**config.mk**
```make
export PLATFORM = sky130hd
export DESIGN_NAME = hub_port_arbiter
export DESIGN_NICKNAME = d
export VERILOG_FILES = /design/src/rtl/hub_noc_pkg.sv /design/src/rtl/rr_pick7.sv /design/src/rtl/hub_port_arbiter.sv
export SDC_FILE = /design/constraint.sdc
export NUM_CORES = 1
export LEC_CHECK = 0
export CAP_MARGIN = 20
export CORE_ASPECT_RATIO = 0.5
export CORE_MARGIN = 2
export CORE_UTILIZATION = 30
export CTS_BUF_LIST = sky130_fd_sc_hd__clkbuf_8
export CTS_CLUSTER_SIZE = 28
export DETAILED_ROUTE_END_ITERATION = 8
export PLACE_DENSITY = 0.65
export SLEW_MARGIN = 25
export SYNTH_ARGS = -nofsm -noshare
export SYNTH_HDL_FRONTEND = slang
export SYNTH_SLANG_ARGS = --single-unit
export TNS_END_PERCENT = 10
```
**constraint.sdc**
```tcl
create_clock -name clk -period 6 [get_ports clk]
set_input_delay 1.2 -clock clk [delete_from_list [all_inputs] [get_ports clk]]
set_output_delay 1.2 -clock clk [all_outputs]
set_load 0.01 [all_outputs]
```
**src/rtl/hub_noc_pkg.sv**
```systemverilog
// Shared hub NoC definitions: flit type codes, hub port indices, arbiter FSM states.
package hub_noc_pkg;
  localparam int NUM_IN = 7;
  localparam int FLIT_W = 20;

  localparam logic [1:0] FLIT_SINGLE = 2'b11;
  localparam logic [1:0] FLIT_HEAD   = 2'b10;
  localparam logic [1:0] FLIT_BODY   = 2'b00;
  localparam logic [1:0] FLIT_TAIL   = 2'b01;

  localparam logic [2:0] P_RING_CW  = 3'd0;
  localparam logic [2:0] P_RING_CCW = 3'd1;
  localparam logic [2:0] P_SH       = 3'd2;
  localparam logic [2:0] P_LEAF0    = 3'd3;
  localparam logic [2:0] P_LEAF1    = 3'd4;
  localparam logic [2:0] P_LEAF2    = 3'd5;
  localparam logic [2:0] P_LEAF3    = 3'd6;

  typedef enum logic {
    ARB_IDLE   = 1'b0,
    ARB_LOCKED = 1'b1
  } arb_state_e;

  // Advance a round-robin pointer past idx, wrapping hi -> lo.
  function automatic logic [2:0] ptr_next(input logic [2:0] idx, input logic [2:0] lo,
                                          input logic [2:0] hi);
    return (idx == hi) ? lo : idx + 3'd1;
  endfunction
endpackage

```
**src/rtl/rr_pick7.sv**
```systemverilog
// Combinational 7-way round-robin picker: first request at or after ptr, wrapping 6 -> 0.
module rr_pick7
  import hub_noc_pkg::*;
(
  input  logic [NUM_IN-1:0] req,
  input  logic [2:0]        ptr,
  output logic [NUM_IN-1:0] gnt,
  output logic [2:0]        idx,
  output logic              vld
);
  logic [3:0] j;

  // Scan farthest-first so the nearest requester overwrites the result.
  always_comb begin
    gnt = '0;
    idx = '0;
    vld = 1'b0;
    j   = '0;
    for (int k = NUM_IN - 1; k >= 0; k--) begin
      j = {1'b0, ptr} + 4'(k);
      if (j >= 4'(NUM_IN)) j = j - 4'(NUM_IN);
      if (req[j[2:0]]) begin
        gnt = NUM_IN'(1) << j[2:0];
        idx = j[2:0];
        vld = 1'b1;
      end
    end
  end
endmodule

```
**src/rtl/hub_port_arbiter.sv**
```systemverilog
// Output-port scheduler: round-robin with wormhole locking and downstream credits.
// HUB_ARB_RING_PRIORITY_EN: ring inputs take priority over locals, with anti-starvation.
module hub_port_arbiter
  import hub_noc_pkg::*;
#(
  parameter int NUM_IN  = 7,
  parameter int FLIT_W  = 20,
  parameter int CREDITS = 4,
  parameter int CNT_W   = 3
) (
  input  logic                     clk,
  input  logic                     rst,
  input  logic [NUM_IN-1:0]        req,
  input  logic [NUM_IN*FLIT_W-1:0] flit_in,
  output logic [NUM_IN-1:0]        grant,
  output logic [FLIT_W-1:0]        out_data,
  output logic                     out_valid,
  input  logic                     credit_in,
  output logic [CNT_W-1:0]         credit_cnt,
  output logic                     err_credit_ovf
);
  localparam logic [CNT_W-1:0] CRED_MAX = CNT_W'(CREDITS);

  arb_state_e          state_q, state_d;
  logic [2:0]          owner_q, owner_d;
  logic [CNT_W-1:0]    credit_q, credit_d;
  logic                ovf_q, ovf_d;
  logic [FLIT_W-1:0]   out_data_q, out_data_d;
  logic                out_valid_q, out_valid_d;

  logic                can_send, send, idle_grant, pick_vld;
  logic [NUM_IN-1:0]   pick_oh;
  logic [2:0]          pick_idx, win_idx;
  logic [FLIT_W-1:0]   win_flit;
  logic [1:0]          win_type;

  assign can_send   = (credit_q != '0);
  assign idle_grant = (state_q == ARB_IDLE) && can_send && pick_vld;
  assign win_idx    = (state_q == ARB_IDLE) ? pick_idx : owner_q;
  assign win_flit   = flit_in[int'(win_idx)*FLIT_W +: FLIT_W];
  assign win_type   = win_flit[FLIT_W-1 -: 2];

`ifdef HUB_ARB_RING_PRIORITY_EN
  logic [2:0]        ring_ptr_q, ring_ptr_d, loc_ptr_q, loc_ptr_d;
  logic [3:0]        starv_q, starv_d;
  logic [NUM_IN-1:0] ring_oh, loc_oh;
  logic [2:0]        ring_idx, loc_idx;
  logic              ring_vld, loc_vld, pick_local;

  rr_pick7 u_pick_ring (.req({5'b0, req[1:0]}), .ptr(ring_ptr_q),
                        .gnt(ring_oh), .idx(ring_idx), .vld(ring_vld));
  rr_pick7 u_pick_loc  (.req({req[6:2], 2'b0}), .ptr(loc_ptr_q),
                        .gnt(loc_oh), .idx(loc_idx), .vld(loc_vld));

  // A saturated starvation count hands one IDLE grant to the local class.
  always_comb begin
    pick_local = loc_vld && (!ring_vld || starv_q == 4'd15);
    pick_oh    = pick_local ? loc_oh : ring_oh;
    pick_idx   = pick_local ? loc_idx : ring_idx;
    pick_vld   = ring_vld || loc_vld;
    ring_ptr_d = ring_ptr_q;
    loc_ptr_d  = loc_ptr_q;
    starv_d    = starv_q;
    if (idle_grant) begin
      if (pick_local) begin
        loc_ptr_d = ptr_next(loc_idx, P_SH, P_LEAF3);
        starv_d   = 4'd0;
      end else begin
        ring_ptr_d = ptr_next(ring_idx, P_RING_CW, P_RING_CCW);
        if (loc_vld && starv_q != 4'd15) starv_d = starv_q + 4'd1;
      end
    end
  end

  always_ff @(posedge clk) begin
    if (rst) begin
      ring_ptr_q <= P_RING_CW;
      loc_ptr_q  <= P_SH;
      starv_q    <= 4'd0;
    end else begin
      ring_ptr_q <= ring_ptr_d;
      loc_ptr_q  <= loc_ptr_d;
      starv_q    <= starv_d;
    end
  end
`else
  logic [2:0] rr_ptr_q, rr_ptr_d;

  rr_pick7 u_pick (.req(req), .ptr(rr_ptr_q), .gnt(pick_oh), .idx(pick_idx), .vld(pick_vld));

  always_comb begin
    rr_ptr_d = rr_ptr_q;
    if (idle_grant) rr_ptr_d = ptr_next(pick_idx, P_RING_CW, P_LEAF3);
  end

  always_ff @(posedge clk) begin
    if (rst) rr_ptr_q <= '0;
    else     rr_ptr_q <= rr_ptr_d;
  end
`endif

  always_comb begin
    state_d     = state_q;
    owner_d     = owner_q;
    grant       = '0;
    send        = 1'b0;
    credit_d    = credit_q;
    ovf_d       = ovf_q;
    case (state_q)
      ARB_IDLE: if (idle_grant) begin
        grant = pick_oh;
        send  = 1'b1;
        if (win_type == FLIT_HEAD) begin
          state_d = ARB_LOCKED;
          owner_d = pick_idx;
        end
      end
      ARB_LOCKED: if (can_send && req[owner_q]) begin
        grant[owner_q] = 1'b1;
        send           = 1'b1;
        // A stray single inside a packet also releases the lock.
        if (win_type == FLIT_TAIL || win_type == FLIT_SINGLE) state_d = ARB_IDLE;
      end
      default: state_d = ARB_IDLE;
    endcase

    if (send && !credit_in) begin
      credit_d = credit_q - CNT_W'(1);
    end else if (!send && credit_in) begin
      if (credit_q == CRED_MAX) ovf_d = 1'b1;
      else                      credit_d = credit_q + CNT_W'(1);
    end
    out_valid_d = send;
    out_data_d  = send ? win_flit : out_data_q;
  end

  always_ff @(posedge clk) begin
    if (rst) begin
      state_q     <= ARB_IDLE;
      owner_q     <= '0;
      credit_q    <= CRED_MAX;
      ovf_q       <= 1'b0;
      out_data_q  <= '0;
      out_valid_q <= 1'b0;
    end else begin
      state_q     <= state_d;
      owner_q     <= owner_d;
      credit_q    <= credit_d;
      ovf_q       <= ovf_d;
      out_data_q  <= out_data_d;
      out_valid_q <= out_valid_d;
    end
  end

  assign out_data       = out_data_q;
  assign out_valid      = out_valid_q;
  assign credit_cnt     = credit_q;
  assign err_credit_ovf = ovf_q;
endmodule

```
# After elaboration in Yosys (flattened, before gate mapping)
# Cells that the tools add are included.
word_totals:
  register_bits: 32
  in_bits: 150
  output_inout_bits: 32
  wordCells: 132
op_classes:
  addsub: 16
  mul: 1
  order_cmp: 16
  eq_ne: 6
  n_shift: 8
  n_mux: 62
  bitwise_logic: 2
  reduce_logical: 14
op_table:
  columns: ["cell", "count"]
  rows:
  - ["$shiftx A140 B9 Y20", 1]
  - ["$mux W7", 9]
  - ["$mux W3", 19]
  - ["$shl A1 B3 Y7 const A", 7]
  - ["$lt A3 B4 Y1 const B", 8]
  - ["$bmux W1 S3", 8]
  - ["$ge A4 B3 Y1 const B", 6]
  - ["$mux W1", 22]
  - ["$sub A3 B3 Y3 const B", 7]
  - ["$pmux W7 S2", 1]
  - ["$add A3 B3 Y4 const B", 3]
  - ["$add A3 B2 Y4 const B", 2]
  - ["$add A3 B1 Y3 const B", 2]
  - ["$eq A3 B3 Y1 const B", 2]
  - ["$logic_and A1 B1 Y1", 6]
  - ["$mul A3 B3 Y6 const B", 1]
  - ["$reduce_and A3 Y1", 2]
  - ["$add A3 B1 Y4 const B", 1]
  - ["$eq A2 B2 Y1 const B", 2]
  - ["$pmux W1 S2", 2]
  - ["$demux W1 S3", 1]
  - ["$ge A3 B1 Y1 const B", 1]
  - ["$ge A3 B3 Y1 const B", 1]
  - ["$reduce_bool A3 Y1", 1]
  - ["8 further kinds", 10]

# Depth between registers and ports, before layout
logic_depth:
  ltp_word: 20
  ltp_mapped: 22

# Hierarchy
# From an unflattened synthesis, not the netlist that was laid out.
hier_totals:
  cells_unflattened: 743
  hier_area_um2: 5134.9
modules_own_cells:
  columns: ["module", "n_inst", "cells_each", "area_per_inst_um2"]
  rows:
  - ["hub_port_arbiter", 1, 393, 2776.4]
  - ["rr_pick7", 1, 350, 2358.5]

# Worst setup path after synthesis
# OpenSTA, ideal clock, no wires.
synth_path:
  path_kind: "flip-flop to output port"
  startpoint: "reg rr_ptr_q[1]"
  endpoint: "out grant[6]"
  t_arrival_ns: 3.712
  t_required_ns: 4.800
  setup_slack_ns: 1.088
  path_stages_with_launch: 17
  path_buffers: 6
  path_cell_list: "dfxtp_1 > buf_2 > buf_2 > inv_1 > ha_1 > buf_6 > buf_4 > buf_2 > buf_1 > o31ai_1 > nand3_1 > o31ai_1 > nand2b_1 > nor3_1 > a211o_1 > nand2b_1 > o32ai_1"
synth_via:
  elab_chain_cells: 15
synth_lines:
  columns: ["item", "line_no", "rtl"]
  rows:
  - ["start, declared", "hub_port_arbiter.sv:87", "logic [2:0] rr_ptr_q, rr_ptr_d;"]
  - ["start signal, assigned", "hub_port_arbiter.sv:98", "else rr_ptr_q <= rr_ptr_d;"]
  - ["$add A3 B3 Y4", "rr_pick7.sv:20", "j = {1'b0, ptr} + 4'(k);"]
  - ["$ge A4 B3 Y1 or $sub A3 B3 Y3 (tied branches)", "rr_pick7.sv:21", "if (j >= 4'(NUM_IN)) j = j - 4'(NUM_IN);"]
  - ["$mux W3", "rr_pick7.sv:21", null]
  - ["$bmux W1 S3", "rr_pick7.sv:22", "if (req[j[2:0]]) begin"]
  - ["$mux W1 (implied by the code)", "rr_pick7.sv:22", null]
  - ["$mux W1 (7 in a row)", "rr_pick7.sv:22", null]
  - ["$logic_and A1 B1 Y1", "hub_port_arbiter.sv:38", "assign idle_grant = (state_q == ARB_IDLE) && can_send && pick_vld;"]
  - ["$mux W7 (*)", "hub_port_arbiter.sv:110", "ARB_IDLE: if (idle_grant) begin"]
  - ["$pmux W7 S2 (*)", "hub_port_arbiter.sv:109", "case (state_q)"]
  - ["end, declared", "hub_port_arbiter.sv:15", "output logic [NUM_IN-1:0] grant,"]
# Every way passes the cells marked *; elsewhere a longest branch is shown, timed or not. The select of a mux whose other input is x is not followed.

# Worst setup path in the final report
layout_path:
  startpoint: "in req[2]"
  endpoint: "out grant[3]"
layout_via:
  elab_chain_cells: 12
layout_lines:
  columns: ["item", "line_no", "rtl"]
  rows:
  - ["start, declared", "hub_port_arbiter.sv:13", "input logic [NUM_IN-1:0] req,"]
  - ["$bmux W1 S3", "rr_pick7.sv:22", null]
  - ["$mux W1 (implied by the code)", "rr_pick7.sv:22", null]
  - ["$mux W1 (7 in a row)", "rr_pick7.sv:22", null]
  - ["$logic_and A1 B1 Y1", "hub_port_arbiter.sv:38", null]
  - ["$mux W7", "hub_port_arbiter.sv:110", null]
  - ["$pmux W7 S2 (*)", "hub_port_arbiter.sv:109", null]
# Marked as above.

==> summary.txt <==
Power and ir drop
  • Pwr per Cell Area: 656 nW/um^2
  • Clock power frac: 3.4%
  • Sequential Power Share: 7.4%
  • Lkg Pwr: 2.89 nW
  • Pwr Total: 4.96 mW
  • Int Pwr: 2.40 mW
  • Worst IR Drop VDD: 0.308 mV
  • Switching pwr: 2.57 mW
  • Net Sw Frac: 51.7%
  • Logic pwr share: 89.2%

Min path
  • Hold path depth: 2
  • HP Start: out_data[18]$_SDFFE_PP0N_
  • Hold Path End: out_data[18]$_SDFFE_PP0N_
  • HP Class: reg2reg

CTS
  • Cts-stage hold buffer count: 0
  • CTS root buf: clkbuf_8
  • Clk pin slew, worst setup/hold paths: 0.07 ns
  • Post-CTS setup buffers: 0
  • CTS Buf Count: 5
  • Clk sink count: 32
  • Worst-Skew Late Latency: 0.28 ns
  • Clock H-tree levels: 2
  • CTS tree: yes
  • CTS max path bufs: 2

STA
  • Max-Slew Margin vs Limit: 61.6%
  • Hold_ws: 0.487 ns
  • Final period util: 97.1%
  • Max-slew violation count: 0
  • Slew @ Worst Pin: 0.562 ns
  • Setup Skew: 0.00914 ns
  • RSZ-0062 raised after global routing: no
  • Hold Fails Final Rpt: 0
  • Fin crit period: 5.82 ns
  • Setup-failing EPs final: 0
  • Total negative slack: 0 ns
  • Setup WS post-layout: 0.176 ns
  • F_max: 0.172 GHz

Drt
  • Via count: 5,984
  • Vias per cell: 5.57
  • Routed WL per cell: 19.9 um
  • DR iter-0 viols: 485
  • DRC: 0
  • Post-route antenna net violation count: 0
  • WL final: 21,400 um
  • 1st-pass router iterations: 6

Global routing
  • Initial antenna violation count: 0
  • Global-route wire length before repair: 33,800 um
  • Total GRT Usage: 22.9%
  • Vias in the first global route: 6,056
  • Total gr overflow: 0
  • Largest net degree at the start of global routing: 61

Placement
  • Routability Congestion: 0.938
  • DP HPWL: 17,200 um
  • DP Worst Slack: 0.185 ns
  • IO buf count: 181

Critical path
  • Max incr delay on CP: 0.65 ns
  • R2R cell count: 17
  • Slowest cell on crit path: or4_1
  • Critical path class: in2out
  • CP max FO: 7
  • Worst Path Required: 4.80 ns
  • Flop2flop setup slack: 0.95 ns
  • Crit-path cells: clkdlybuf4s50_1 -> nor2_1 -> o211a_1 -> or4_1 -> nor2_2 -> a32o_1 -> a22oi_1 -> o32a_1 -> o21ai_0 -> a22oi_1 -> o22ai_1 -> clkdlybuf4s50_1
  • Crit end category: output port
  • R2r endpoint: owner_q[1]$_SDFFE_PP0P_
  • CP arrival: 4.62 ns
  • R2R Path Start: rr_ptr_q[1]$_SDFFE_PP0N_
  • Startpoint Class: primary input

Floorplan
  • Die Y: 97.8 um
  • Core area: 17,300 um^2
  • Ports: 182
  • Die footprint: 18,800 um^2
  • Initial Util: 30.5%
  • Row count: 34
  • Die Span X: 192 um

Synth
  • Number of synthesized flops with an enable pin: 0
  • Asr flop ratio synth: 0%
  • Synth Cell Area: 5280 um^2
  • Synth unique cells: 100
  • Syn nets: 822
  • Synth Warn #: 0
  • Avg Cell Area, Syn: 8.04 um^2
  • Yosys reg bits: 32
  • Register area share after synthesis: 12.1%
  • Synth Flop Type: dfxtp_1
  • Post-Synthesis Cells: 657

Layout
  • Most frequent cells in the layout: clkdlybuf4s50_1 (181), nand2_1 (75), nor2_1 (61), buf_4 (52), mux2i_1 (38)
  • Util after Layout: 43.7%
  • Syn-to-layout area delta: 43.3%
  • Layout cells sized above 1: 17.1%
  • Fin nets: 1,005
  • # diodes: 0
  • Most common cell after layout, fill and taps aside: clkdlybuf4s50_1

Flow run
  • MaxCap Viol Count: 0

Run status
  • Status: finished, final reports clean
## critical path, delay by kind of cell
family / cells / cell delay (ns)
compound gates: 7 / 1.34
simple gates: 3 / 0.92
buf+inv: 2 / 1.16
## layer usage
| layer | vias up | global-route usage (%) | share of wire, % | wire length (um) |
|---|---|---|---|---|
| met5 | - | 0 | 0 | 0 |
| met4 | 0 | 6.86 | 2.8 | 591 |
| met3 | 44 | 3.45 | 5.4 | 1170 |
| met2 | 234 | 40.4 | 49 | 10500 |
| met1 | 2837 | 28.9 | 43 | 9220 |
| li1 | 2869 | - | - | - |
## sequential cells by signal, summed over array words and instances (netlist names)
name,flops
out_data,20
out_valid,1
err_credit_ovf,1
state_q,1
rr_ptr_q,3
owner_q,3
credit_cnt,3
## cell families (layout without fill, tap and decap cells)
kind of cell | after synthesis | after routing | share of synthesized area (%)
xor gates and xnor gates | 7 | 7 | 1.16
muxes | 71 | 71 | 19.1
adders and majority gates | 15 | 15 | 3.98
AOI/OAI and AO/OA | 209 | 209 | 31.6
and+or+nand+nor | 244 | 244 | 24.0
DFF | 32 | 32 | 12.1
buffers and inverters | 79 | 263 | 8.05
## cells in the mapped netlist (all sizes together), types with 4 or more instances
master   count  area share (%)
a211oi      11             2.1
nand3b      10             1.4
nor2b       14             1.7
clkbuf      25             1.8
nand2b       9             1.1
buf         33             4.8
o31ai        7            0.99
a22oi        8             1.2
ha          12             2.8
nor3         7            0.66
inv         21             1.5
o21ai       27             2.6
o211ai       4            0.66
and2         5            0.64
xnor2        5            0.83
nand2       75             5.3
or2          7            0.83
a21o         8             1.1
a221oi       4            0.90
o32ai        4            0.66
o21a         4            0.57
dfxtp       32              12
a311oi      20             4.5
mux2i       38             7.2
a21oi       40             3.9
mux2        11             2.6
nor3b        5            0.71
or3b         7             1.2
a31oi        7            0.83
o22ai        8            0.95
nand3       11             1.0
mux4        22             9.4
nor2        65             4.8
nor4         4            0.47
o2bb2ai     19             3.1
a211o        5            0.83
## stage by stage
step | instance area, um^2 | instances
2_1_floorplan | 5280 | 657
3_3_place_gp | 7470 | 1067
3_5_place_dp | 7470 | 1067
4_1_cts | 7560 | 1075
5_1_grt | 7570 | 1075
6_report | 7570 | 1075
## timing repair
action | 4_1_cts | 5_1_grt
setup endpoints to repair | 0 | 6
gates resized for setup | 0 | 4
endpoints found under the hold margin | 0 | 0
## power by group through the flow
stage | logic, mW | registers, mW | clock network (mW)
floorplan | 3.20 | 0.389 | 0
global placement | 4.38 | 0.370 | 0
detailed placement | 4.39 | 0.374 | 0
CTS | 4.41 | 0.369 | 0.178
global route | 4.80 | 0.381 | 0.186
finish | 4.43 | 0.368 | 0.170
## worst max path at each step
| stage | start | to | slack [ns] | cells after the start |
|---|---|---|---|---|
| 5_1_grt | req[2] | grant[3] | 0.02 | 12 |
| 2_1_floorplan | rr_ptr_q[1]$_SDFFE_PP0N_ | grant[6] | 1.09 | 16 |
| 6_report | req[2] | grant[3] | 0.18 | 12 |
| 4_1_cts | req[2] | grant[3] | 0.17 | 13 |
| 3_5_place_dp | req[2] | grant[3] | 0.18 | 13 |
| 3_3_place_gp | req[3] | grant[3] | 0.14 | 13 |
## cell type report
class                   count  area (um^2)
inverters                  21         78.8
clock inverters             2         10.0
flip-flops and latches     32          641
repair buffers            234         2220
multi-input cells         546         4240
fillers                  1717         9740
clock buffers               6         82.6
well taps                 234          293
Power figures use the tool's default switching activity.
